--- config.mk ---
export PLATFORM = sky130hd
export DESIGN_NAME = rs_pulse_gen
export DESIGN_NICKNAME = d
export VERILOG_FILES = /design/src/rtl/rs_pulse_gen.sv
export SDC_FILE = /design/constraint.sdc
export NUM_CORES = 1
export LEC_CHECK = 0
export BUFFER_PORTS_ARGS = -buffer_cell sky130_fd_sc_hd__buf_2
export CAP_MARGIN = 25
export CORE_MARGIN = 5
export CORE_UTILIZATION = 49
export CTS_CLUSTER_DIAMETER = 40
export DETAILED_ROUTE_END_ITERATION = 7
export PLACE_DENSITY = 0.68
export SLEW_MARGIN = 20
export SYNTH_ARGS = -nofsm -noshare
export SYNTH_HDL_FRONTEND = slang
export SYNTH_SLANG_ARGS = --single-unit
--- constraint.sdc ---
create_clock -name clk -period 3.25 [get_ports clk]
set_input_delay 0.65 -clock clk [delete_from_list [all_inputs] [get_ports clk]]
set_output_delay 0.65 -clock clk [all_outputs]
set_load 0.05 [all_outputs]
--- src/rtl/rs_pulse_gen.sv ---
`default_nettype none
// ============================================================================
//  Module   : rs_pulse_gen
//  Purpose  : Drives the active-low set/reset inputs of a cross-coupled NAND
//             RS latch. Each single-cycle request becomes one registered,
//             glitch-free low pulse of PW cycles on s_n or r_n, followed by
//             GAP cycles of dead time. s_n and r_n are never low together.
//  Options  : `define RS_READBACK_EN to synchronise q_fb and check it against
//             the requested operation. This raises a sticky err flag.
//  Revision : 1.0  initial release
// ============================================================================
module rs_pulse_gen #(
    parameter int PW  = 4,   // pulse width in cycles, 1..255
    parameter int GAP = 2    // dead time after each pulse, 0..255
) (
    input  logic clk,
    input  logic clrn,
    input  logic set_req,
    input  logic rst_req,
    input  logic q_fb,
    output logic s_n,
    output logic r_n,
    output logic busy,
    output logic done,
    output logic err
);

    localparam logic [1:0] c_st_idle  = 2'd0;
    localparam logic [1:0] c_st_pulse = 2'd1;
    localparam logic [1:0] c_st_gap   = 2'd2;

    localparam logic [7:0] c_pw_load  = 8'(PW - 1);
    // When GAP is 0 the gap state is skipped, so this value is never loaded.
    localparam logic [7:0] c_gap_load = 8'(GAP - 1);

    logic [1:0] r_state;
    logic [7:0] r_cnt;
    logic       r_op;      // 1 = set operation, 0 = reset operation
    logic       w_accept;

    // Requests are only taken from IDLE. While busy, requests are dropped rather than queued.
    assign w_accept = (r_state == c_st_idle) && (set_req || rst_req);

    // Sequencer: the latch outputs are registered here, so they never glitch.
    always_ff @(posedge clk or negedge clrn) begin
        if (!clrn) begin
            r_state <= c_st_idle;
            r_cnt   <= 8'd0;
            r_op    <= 1'b0;
            s_n     <= 1'b1;
            r_n     <= 1'b1;
            busy    <= 1'b0;
            done    <= 1'b0;
        end else begin
            done <= 1'b0;
            case (r_state)
                c_st_idle: begin
                    if (w_accept) begin
                        // Reset wins a simultaneous request. The set request is discarded.
                        r_state <= c_st_pulse;
                        r_op    <= ~rst_req;
                        r_cnt   <= c_pw_load;
                        busy    <= 1'b1;
                        s_n     <= rst_req;
                        r_n     <= ~rst_req;
                    end
                end
                c_st_pulse: begin
                    if (r_cnt == 8'd0) begin
                        s_n <= 1'b1;
                        r_n <= 1'b1;
                        if (GAP == 0) begin
                            r_state <= c_st_idle;
                            busy    <= 1'b0;
                            done    <= 1'b1;
                        end else begin
                            r_state <= c_st_gap;
                            r_cnt   <= c_gap_load;
                        end
                    end else begin
                        r_cnt <= r_cnt - 8'd1;
                        s_n   <= ~r_op;
                        r_n   <= r_op;
                    end
                end
                c_st_gap: begin
                    if (r_cnt == 8'd0) begin
                        r_state <= c_st_idle;
                        busy    <= 1'b0;
                        done    <= 1'b1;
                    end else begin
                        r_cnt <= r_cnt - 8'd1;
                    end
                end
                default: begin
                    r_state <= c_st_idle;
                    r_cnt   <= 8'd0;
                    s_n     <= 1'b1;
                    r_n     <= 1'b1;
                    busy    <= 1'b0;
                end
            endcase
        end
    end

`ifdef RS_READBACK_EN
    logic [1:0] r_sync;
    logic       r_err;

    // The latch output is asynchronous to clk, so it goes through two flops before use.
    always_ff @(posedge clk or negedge clrn) begin
        if (!clrn) begin
            r_sync <= 2'b00;
        end else begin
            r_sync <= {r_sync[0], q_fb};
        end
    end

    // Sticky mismatch flag. It is checked in the done cycle and cleared by the next accepted request.
    // If a mismatch and a new acceptance fall in the same cycle, the mismatch is kept so it is not lost.
    always_ff @(posedge clk or negedge clrn) begin
        if (!clrn) begin
            r_err <= 1'b0;
        end else if (done && (r_sync[1] != r_op)) begin
            r_err <= 1'b1;
        end else if (w_accept) begin
            r_err <= 1'b0;
        end
    end

    assign err = r_err;

    // The dead time must cover the synchroniser latency before the done-cycle compare.
    generate
        if (GAP < 2) begin : g_gap_check
            $error("rs_pulse_gen: GAP must be >= 2 when RS_READBACK_EN is defined");
        end
    endgenerate
`else
    logic w_unused_q_fb;

    assign w_unused_q_fb = q_fb;
    assign err           = 1'b0;
`endif

endmodule
`default_nettype wire
==> impl_metrics.yaml <==
outcome:
  status: "complete, no violations"
die:
  core_um2: 1902
  dieArea_um2: 2934
  rows: 16
  start_util: 0.5026
  dieHeight_um: 54.17
  io_pins: 10
  die_w_um: 54.17
logic_synthesis:
  synth_cells: 101
  synthFlopType: "dfrtp_1"
  ys.warnings.count: 0
  mappedNetlistArea_um2: 955.9
  avgSynthCellArea_um2: 9.465
  async_reset_ff_frac: 1.000
  ys_seq_elements: 15
  synthDistinctLibCells: 46
  synth_edf_count: 0
  syn_nets: 108
  yosysSeqAreaShare: 0.3953
clock_network:
  clockBufferDepth: 2
  cts_buffers: 3
  ctsResizeCount: 0
  htree_levels: 1
  insertion_delay_ps: 290
  cts_tree: "done"
  clock-sinks: 15
  cts_setup_buffers: 0
  ctsHoldBuffers: 0
  path_clk_slew_ps: 100
  cts-root-buf: "clkbuf_4"
drt:
  wl_um: 2133
  antenna_left: 0
  dr_total_vias: 837
  drt-initial-drc-count: 32
  viasPerCell: 6.293
  drcViolationCount: 0
  firstDrtPassIters: 4
  wl_per_cell_um: 16.04
sta:
  relSlewSlack: 0.6533
  finalHoldViolCount: 0
  min_period_ps: 2042
  period_share: 0.6282
  slew_viol_final: 0
  grt_setup_unrepaired: "false"
  fin_tns_setup_ps: 0
  setup_violations: 0
  worstMarginPinSlew_ps: 518.2
  max_freq_mhz: 489.8
  worst_clock_skew_ps: 0.9584
global_route:
  grtUsageMet1: 0.2414
  grt_use_met3: 0.03601
  grt_use_met2: 0.2550
  antenna_found_initial: 0
  grt_pass1_wl_um: 3560
  grt_max_degree: 18
  grt_pass1_vias: 739
  grt_usage: 0.1734
  grt-ovfl-total: 0
  grt_busiest_layer: "met2"
worst_setup_path:
  worstRegToRegCells: 6
  critPathRequiredTime_ps: 3430
  startpoint_type: "register"
  crit_type: "register to register"
  reg2reg_slack_ps: 1210
  arrival_ps: 2220
  timing.rr.start: "r_cnt[0]"
  cp_max_fo: 8
  cp-endpoint: "r_cnt[7]"
  crit_path_end_kind: "register"
  crit_start: "r_cnt[0]"
  timing.rr.end: "r_cnt[7]"
worst_hold_path:
  hold_path_class: "primary input to asynchronous set/reset pin"
finish:
  n_antenna_cell: 0
  multiInputGateArea_um2: 510.5
  final_core_util: 0.5316
  drive_gt1_frac: 0.2075
  fillers: 179
  final_cell_mix: "dfrtp_1, nor2_1, a21oi_1"
  fin_cells: 133
  regArea_um2: 377.9
  nets: 114
  syn_to_final_growth_pct: 5.759
  final_common_cell: "dfrtp_1"
power:
  powerDensity_nw_per_um2: 993.5
  leakagePower_nw: 0.4145
  ir_drop_uv: 476.5
placement:
  dp_hpwl_um: 1472
  place.detailed.instances: 129
  io_buffers: 7
  routabilityCongestion: 0.8359
flow_run:
  cap_violations: 0
==> layer usage <==
layer	wire (µm)	up-vias
li1	-	390
met1	975	411
met2	1009	32
met3	113	4
met4	35	0
met5	0	-
==> cells in the mapped netlist, types with 2 or more instances <==
cell type / number / area share
xnor2_1: 2 / 0.018
nand3b_1: 2 / 0.016
a21oi_1: 8 / 0.042
nand2_1: 7 / 0.027
nor2_1: 8 / 0.031
o21ai_0: 6 / 0.031
clkbuf_1: 3 / 0.012
buf_6: 2 / 0.024
o31ai_1: 2 / 0.016
nand2b_1: 2 / 0.013
ha_1: 2 / 0.026
inv_1: 7 / 0.027
dfstp_2: 2 / 0.055
dfrtp_1: 13 / 0.34
a22oi_1: 2 / 0.016
nand3_1: 3 / 0.016
==> layout make-up <==
class | count | area share
timing repair buffer | 7 | 0.03465
sequential | 15 | 0.3738
multi-input combinational | 73 | 0.5050
inverter | 7 | 0.02599
tap | 27 | 0.03342
clock inverter | 1 | 0.004950
clock buffer | 3 | 0.02228
==> logic make-up (layout without fill, tap and decap cells) <==
group | after synthesis | count (layout) | synth area share
AO/OA/AOI/OAI | 35 | 35 | 0.2696
multiplexers | 1 | 1 | 0.01178
AND/OR/NAND/NOR | 32 | 32 | 0.2042
adder cells (fa/ha/maj) | 2 | 2 | 0.02617
XOR/XNOR | 2 | 2 | 0.01833
other | 1 | 1 | 0.003923
flip-flops | 15 | 15 | 0.3953
buffers and inverters | 13 | 18 | 0.07069
==> registers in the layout, summed over array words and instances, names as in the netlist <==
register,count
s_n,1
r_cnt,8
r_state,2
done,1
r_op,1
r_n,1
busy,1
==> metrics by stage <==
stage | hold WS [ps] | setup WS (ps) | power, mW | instance area (µm²)
6_report | 248.4 | 1208 | 1.004 | 1011
3_3_place_gp | 445.0 | 1327 | 0.8712 | 983.4
4_1_cts | 265.0 | 1239 | 0.9985 | 1011
5_1_grt | 261.9 | 1107 | 1.077 | 1011
3_5_place_dp | 446.2 | 1262 | 0.8878 | 983.4
2_1_floorplan | 354.4 | 1561 | 0.7938 | 955.9
==> critical path, cell delays in order, from the launching register on <==
cell and delay [ps]:
dfrtp_1 440, inv_1 110, ha_1 180, nor4b_4 390, and2_1 420, o21ai_2 100, a221o_1 300
==> how the worst min path moves through the flow <==
stage / start / to / depth (start not counted)
after detailed placement: r_op / s_n / 1
after global routing: clrn / r_cnt[5] / 1
after global placement: r_op / s_n / 1
after floorplan: clrn / busy / 0
after CTS: clrn / r_cnt[5] / 1
final: clrn / r_cnt[5] / 1
==> power breakdown <==
group / switching (mW) / internal, mW / total (mW)
Combinational: 0.295 / 0.213 / 0.508
Clock: 0.0661 / 0.0458 / 0.112
Sequential: 0.116 / 0.269 / 0.385
Note: power is estimated with default switching activity, not from simulation.
